File: config.mk
export PLATFORM = sky130hd
export DESIGN_NAME = pipe_hazard_ctrl_flat
export DESIGN_NICKNAME = d
export VERILOG_FILES = /design/src/rtl/pipe_hazard_ctrl_if.sv /design/src/rtl/pipe_hazard_ctrl.sv /design/src/flat_wrapper.sv
export SDC_FILE = /design/constraint.sdc
export NUM_CORES = 1
export LEC_CHECK = 0
export CAP_MARGIN = 20
export CORE_ASPECT_RATIO = 0.5
export CORE_MARGIN = 10
export CORE_UTILIZATION = 31
export DETAILED_ROUTE_END_ITERATION = 10
export PLACE_DENSITY = 0.83
export SLEW_MARGIN = 5
export SYNTH_ARGS = -nofsm -noshare
export SYNTH_HDL_FRONTEND = slang
export SYNTH_SLANG_ARGS = --single-unit
File: constraint.sdc
create_clock -name clk -period 1.9 [get_ports clk]
set_input_delay 0.285 -clock clk [delete_from_list [all_inputs] [get_ports clk]]
set_output_delay 0.285 -clock clk [all_outputs]
set_load 0.01 [all_outputs]
File: src/rtl/pipe_hazard_ctrl_if.sv
// Hazard-control bundle between the 5-stage pipeline datapath (master) and
// pipe_hazard_ctrl (slave): operand/destination fields in, stall/flush/status out.
interface pipe_hazard_ctrl_if #(
  parameter int CNT_W = 32
);
  logic [4:0]       rs1D;
  logic [4:0]       rs2D;
  logic             usesrs2D;
  logic [4:0]       rdE;
  logic             memreadE;
  logic             pcsrcE;
  logic             mem_reqM;
  logic             mem_readyM;
  logic             stallF;
  logic             stallD;
  logic             stallE;
  logic             stallM;
  logic             flushD;
  logic             flushE;
  logic             mem_timeout;
  logic [1:0]       state_o;
  logic [CNT_W-1:0] cycle_cnt;
  logic [CNT_W-1:0] stall_cnt;
  logic [CNT_W-1:0] flush_cnt;

  modport master (
    output rs1D, rs2D, usesrs2D, rdE, memreadE, pcsrcE, mem_reqM, mem_readyM,
    input  stallF, stallD, stallE, stallM, flushD, flushE, mem_timeout,
    input  state_o, cycle_cnt, stall_cnt, flush_cnt
  );

  modport slave (
    input  rs1D, rs2D, usesrs2D, rdE, memreadE, pcsrcE, mem_reqM, mem_readyM,
    output stallF, stallD, stallE, stallM, flushD, flushE, mem_timeout,
    output state_o, cycle_cnt, stall_cnt, flush_cnt
  );
endinterface

File: src/rtl/pipe_hazard_ctrl.sv
// Stall/flush sequencing for the 5-stage MIPS pipe: load-use bubbles, EX redirects and
// memory-wait freeze with watchdog. Define PIPE_HAZARD_PERF_EN to enable the perf counters.
module pipe_hazard_ctrl #(
  parameter int TIMEOUT = 64,
  parameter int CNT_W   = 32
) (
  input  logic               clk,
  input  logic               rst,
  pipe_hazard_ctrl_if.slave  hz
);
  localparam int WC_W = $clog2(TIMEOUT);
  localparam logic [WC_W-1:0] WC_ONE  = WC_W'(1);
  localparam logic [WC_W-1:0] WC_LAST = WC_W'(TIMEOUT - 1);

  typedef enum logic [1:0] {
    RUN  = 2'b00,
    WAIT = 2'b01
  } state_t;

  state_t          stateReg;
  logic [WC_W-1:0] waitCnt;
  logic            memTimeoutReg;

  logic tmo;
  logic freeze;
  logic loadUse;
  logic stallF, stallD, stallE, stallM, flushD, flushE;

  always_comb begin
    tmo     = (stateReg == WAIT) && (waitCnt == WC_LAST) && !hz.mem_readyM;
    freeze  = hz.mem_reqM && !hz.mem_readyM && !tmo;
    loadUse = hz.memreadE && (hz.rdE != 5'd0) &&
              ((hz.rdE == hz.rs1D) || (hz.usesrs2D && (hz.rdE == hz.rs2D)));

    stallF = 1'b0;
    stallD = 1'b0;
    stallE = 1'b0;
    stallM = 1'b0;
    flushD = 1'b0;
    flushE = 1'b0;
    // A held EX redirect is deliberately ignored while frozen; it re-fires once unfrozen.
    if (!rst) begin
      if (freeze) begin
        stallF = 1'b1;
        stallD = 1'b1;
        stallE = 1'b1;
        stallM = 1'b1;
      end else if (hz.pcsrcE) begin
        flushD = 1'b1;
        flushE = 1'b1;
      end else if (loadUse) begin
        stallF = 1'b1;
        stallD = 1'b1;
        flushE = 1'b1;
      end
    end
  end

  always_ff @(posedge clk or posedge rst) begin
    if (rst) begin
      stateReg      <= RUN;
      waitCnt       <= '0;
      memTimeoutReg <= 1'b0;
    end else begin
      case (stateReg)
        RUN: begin
          if (freeze) begin
            stateReg <= WAIT;
            waitCnt  <= WC_ONE;
          end
        end
        WAIT: begin
          if (hz.mem_readyM || !hz.mem_reqM) begin
            stateReg <= RUN;
            waitCnt  <= '0;
          end else if (tmo) begin
            stateReg      <= RUN;
            waitCnt       <= '0;
            memTimeoutReg <= 1'b1;
          end else begin
            waitCnt <= waitCnt + WC_ONE;
          end
        end
        default: begin
          stateReg <= RUN;
          waitCnt  <= '0;
        end
      endcase
    end
  end

`ifdef PIPE_HAZARD_PERF_EN
  logic [CNT_W-1:0] cycleCnt;
  logic [CNT_W-1:0] stallCnt;
  logic [CNT_W-1:0] flushCnt;

  always_ff @(posedge clk or posedge rst) begin
    if (rst) begin
      cycleCnt <= '0;
      stallCnt <= '0;
      flushCnt <= '0;
    end else begin
      cycleCnt <= cycleCnt + CNT_W'(1);
      stallCnt <= stallCnt + CNT_W'(stallF);
      flushCnt <= flushCnt + CNT_W'(flushD);
    end
  end

  assign hz.cycle_cnt = cycleCnt;
  assign hz.stall_cnt = stallCnt;
  assign hz.flush_cnt = flushCnt;
`else
  assign hz.cycle_cnt = '0;
  assign hz.stall_cnt = '0;
  assign hz.flush_cnt = '0;
`endif

  assign hz.stallF      = stallF;
  assign hz.stallD      = stallD;
  assign hz.stallE      = stallE;
  assign hz.stallM      = stallM;
  assign hz.flushD      = flushD;
  assign hz.flushE      = flushE;
  assign hz.mem_timeout = memTimeoutReg;
  assign hz.state_o     = stateReg;
endmodule

File: src/flat_wrapper.sv
// flat-port wrapper written by rule: the top's interface ports become plain ports
module pipe_hazard_ctrl_flat 
#(
  parameter int TIMEOUT = 64,
  parameter int CNT_W   = 32
)
  (clk, rst, hz_rs1D, hz_rs2D, hz_usesrs2D, hz_rdE, hz_memreadE, hz_pcsrcE, hz_mem_reqM, hz_mem_readyM, hz_stallF, hz_stallD, hz_stallE, hz_stallM, hz_flushD, hz_flushE, hz_mem_timeout, hz_state_o, hz_cycle_cnt, hz_stall_cnt, hz_flush_cnt);
  pipe_hazard_ctrl_if #(.CNT_W(CNT_W)) hz_i ();
  input  logic clk;
  input  logic rst;
  input wire logic [$bits(hz_i.rs1D)-1:0] hz_rs1D;
  input wire logic [$bits(hz_i.rs2D)-1:0] hz_rs2D;
  input wire logic [$bits(hz_i.usesrs2D)-1:0] hz_usesrs2D;
  input wire logic [$bits(hz_i.rdE)-1:0] hz_rdE;
  input wire logic [$bits(hz_i.memreadE)-1:0] hz_memreadE;
  input wire logic [$bits(hz_i.pcsrcE)-1:0] hz_pcsrcE;
  input wire logic [$bits(hz_i.mem_reqM)-1:0] hz_mem_reqM;
  input wire logic [$bits(hz_i.mem_readyM)-1:0] hz_mem_readyM;
  output wire logic [$bits(hz_i.stallF)-1:0] hz_stallF;
  output wire logic [$bits(hz_i.stallD)-1:0] hz_stallD;
  output wire logic [$bits(hz_i.stallE)-1:0] hz_stallE;
  output wire logic [$bits(hz_i.stallM)-1:0] hz_stallM;
  output wire logic [$bits(hz_i.flushD)-1:0] hz_flushD;
  output wire logic [$bits(hz_i.flushE)-1:0] hz_flushE;
  output wire logic [$bits(hz_i.mem_timeout)-1:0] hz_mem_timeout;
  output wire logic [$bits(hz_i.state_o)-1:0] hz_state_o;
  output wire logic [$bits(hz_i.cycle_cnt)-1:0] hz_cycle_cnt;
  output wire logic [$bits(hz_i.stall_cnt)-1:0] hz_stall_cnt;
  output wire logic [$bits(hz_i.flush_cnt)-1:0] hz_flush_cnt;
  assign hz_i.rs1D = hz_rs1D;
  assign hz_i.rs2D = hz_rs2D;
  assign hz_i.usesrs2D = hz_usesrs2D;
  assign hz_i.rdE = hz_rdE;
  assign hz_i.memreadE = hz_memreadE;
  assign hz_i.pcsrcE = hz_pcsrcE;
  assign hz_i.mem_reqM = hz_mem_reqM;
  assign hz_i.mem_readyM = hz_mem_readyM;
  assign hz_stallF = hz_i.stallF;
  assign hz_stallD = hz_i.stallD;
  assign hz_stallE = hz_i.stallE;
  assign hz_stallM = hz_i.stallM;
  assign hz_flushD = hz_i.flushD;
  assign hz_flushE = hz_i.flushE;
  assign hz_mem_timeout = hz_i.mem_timeout;
  assign hz_state_o = hz_i.state_o;
  assign hz_cycle_cnt = hz_i.cycle_cnt;
  assign hz_stall_cnt = hz_i.stall_cnt;
  assign hz_flush_cnt = hz_i.flush_cnt;
  pipe_hazard_ctrl #(.TIMEOUT(TIMEOUT), .CNT_W(CNT_W)) u_core (.clk(clk), .rst(rst), .hz(hz_i));
endmodule
==> impl_metrics.ini <==
[status]
status = complete, but fails checks
violations = negative setup slack

[power_and_ir_drop]
power_density_nw_per_um2 = 416
internal_power_uw = 404
ir_drop_mv = 0.145
p_sw_uw = 236
leakage_nw = 0.831
switching_share_pct = 36.9
clockPowerShare_pct = 32.1
power_frac_seq_pct = 28.5
combPwrFrac_pct = 39.4

[logic_synthesis]
ys_ff_latch = 8
yosys.area.top_type = buf_4
synth-edff-count = 0
async_reset_ff_share_pct = 100
synth_area_sq_um = 1340
avgSynthCellArea_sq_um = 8.14
yosysTopAreaCellShare_pct = 55.7
synth_ff_type = dfrtp_1
synth-seq-area-share_pct = 15.0
syn_inst = 164
synth_cell_types = 26
synth_area_leaders = buf_4 56%, dfrtp_1 15%, xor2_1 6.6%
yosysWarnings = 0

[drt]
wl_microns = 3390
drtIter0Drc = 14
vias_per_cell = 3.34
remaining_drc_errors = 0
wl_per_cell_microns = 12.7
first_pass_iters = 4
drtAntennaViolNets = 0
num_vias = 893

[grt]
grt_pass1_wl_microns = 4930
antenna_found_initial = 0
grt_max_degree = 13
globalRouteTotalUtil_pct = 8.10
grt_pass1_vias = 1065
grt-ovfl-total = 0

[final_layout]
final_cell_mix = 97 x conb_1, 19 x buf_4, 14 x clkdlybuf4s50_1
n_antenna_cell = 0
fillerInstances = 429
mostFrequentLayoutCell = conb_1
final_layout_size_suffix_gt1_share_pct = 20.2
final_nets = 238
final_cell_area_sq_um = 1540
post-route-util_pct = 38.2
syn_to_final_growth_pct = 15.3

[placed_design]
io_buffers = 29
postPlaceCellArea_sq_um = 1440
gp_routability_congestion = 0.730
dpl_worst_slack_ns = -0.712
dp_hpwl_microns = 3080

[job]
maxCapViolations = 0

[sta]
finalCriticalPeriod_ns = 1.92
tns_ns = -0.0246
fmax_mhz = 520
hold_viol_final = 0
setup-violations-final = 1
worst_clock_skew_ns = 0.000480
rsz0062_at_grt = yes
finalMaxSlewViolations = 0
worst_slack_ns = -0.0246
period_share_pct = 101

[floorplan]
fp.dieW_microns = 113
die_area_sq_um = 7490
io_pins = 127
rows = 16
initial_core_util_pct = 33.2
core_sq_um = 4020
die_h_microns = 66.4

[setup_path]
slowest_stage = dfrtp_1
critPathKind = flip-flop to primary output
worstPathArrival_ns = 1.64
crit_chain = ha_4 > nand3_4 > o21ai_4 > inv_2 > o41ai_2 > buf_2
cp-end-kind = primary output
slowest_delay_ns = 0.40
critical_path.top_delay_family = compound AO/OA/AOI/OAI gates
worstSetupStartpointType = flip-flop
critPathBufInv = 2
crit_required_ns = 1.62
cp_max_fo = 4

[cts]
cts_buffer_depth = 2
clock_sinks = 8
tritoncts = done
numCtsBuffers = 3
ctsHoldBuffers = 0
path_clk_slew_ns = 0.04
insertion_delay_ns = 0.23
cts-root-buf = clkbuf_8
ctsHtreeMaxLevel = 1

[hold_path]
worstHoldPathType = flip-flop to flip-flop
## kinds of logic (layout without fill, tap and decap cells)
family          after synthesis  count (layout)  share of synthesized area [%]
other cells                   1              97                          0.281
xor+xnor                     14              14                           9.18
simple gates                 24              24                           10.0
flops                         8               8                           15.0
fa+ha+maj                     1               1                          0.937
buf+inv                     104              57                           57.1
mux                           1               1                          0.750
compound gates               11              11                           6.75
## worst register-to-register path, cell delays in order (launching register included)
cell and delay, ns:
dfrtp_1 0.40, ha_4 0.17, nand3_4 0.09, o21ai_4 0.21
inv_2 0.06, buf_4 0.14, nand3_1 0.07, o21ai_0 0.09
## synth_stat cells, types with 2 or more instances
cell      n
buf_4    99
dfrtp_1   8
inv_1     4
nand2_1   7
nand3_1   7
nor2_1    3
o21ai_0   4
o22ai_1   2
xnor2_1   4
xor2_1   10
## what timing repair did
item,4_1_cts,5_1_grt
pin swaps,10,5
setup buffers,2,2
setup endpoints to repair,6,4
gates resized for setup,39,8
## path summary, 6_finish.rpt
path,to,slack [ns],from,cells past startpoint
max,hz_flushE,-0.02,u_core.waitCnt[1],6
min,u_core.hz.mem_timeout,0.46,u_core.hz.mem_timeout,2
max reg2reg,u_core.waitCnt[1],0.54,u_core.waitCnt[1],7
min reg2reg,u_core.hz.mem_timeout,0.46,u_core.hz.mem_timeout,2
max in group asynchronous,u_core.waitCnt[4],1.23,rst,4
min in group asynchronous,u_core.waitCnt[0],0.54,rst,4
## layer usage
| metal | global-route usage (%) | vias up | part of all wire, % |
|---|---|---|---|
| met4 | 4.25 | 0 | 1.5 |
| li1 | - | 421 | - |
| met5 | 0 | - | 0 |
| met1 | 5.94 | 402 | 30 |
| met3 | 5.25 | 6 | 13 |
| met2 | 16.0 | 64 | 56 |
## flip-flops by register name, indices dropped and copies added, names as in the netlist
register / cells
u_core.waitCnt: 6
u_core.hz.mem_timeout: 1
u_core.hz.state_o: 1
## through the flow
step | instances | hold slack, ns | total power, mW
floorplan | 260 | 0.109 | 0.466
global placement | 261 | 0.450 | 0.410
detailed placement | 261 | 0.469 | 0.415
CTS | 265 | 0.479 | 0.624
global route | 267 | 0.497 | 0.687
finish | 267 | 0.465 | 0.640
## power groups by stage
stage	logic [mW]	clock network, mW	registers [mW]
after floorplan	0.283	0	0.184
after global placement	0.228	0	0.182
after detailed placement	0.232	0	0.183
after CTS	0.230	0.211	0.182
after global routing	0.278	0.226	0.183
final	0.252	0.205	0.182
## final cells by class
class                           instances  area, sq um  area share (%)
Multi-Input combinational cell        148          791            51.4
Sequential cell                         8          200            13.0
Inverter                                4         15.0           0.976
Clock buffer                            3         41.3            2.68
Timing Repair Buffer                   50          424            27.6
Tap cell                               54         67.6            4.39
No activity file was read; power rests on OpenSTA's default activity.
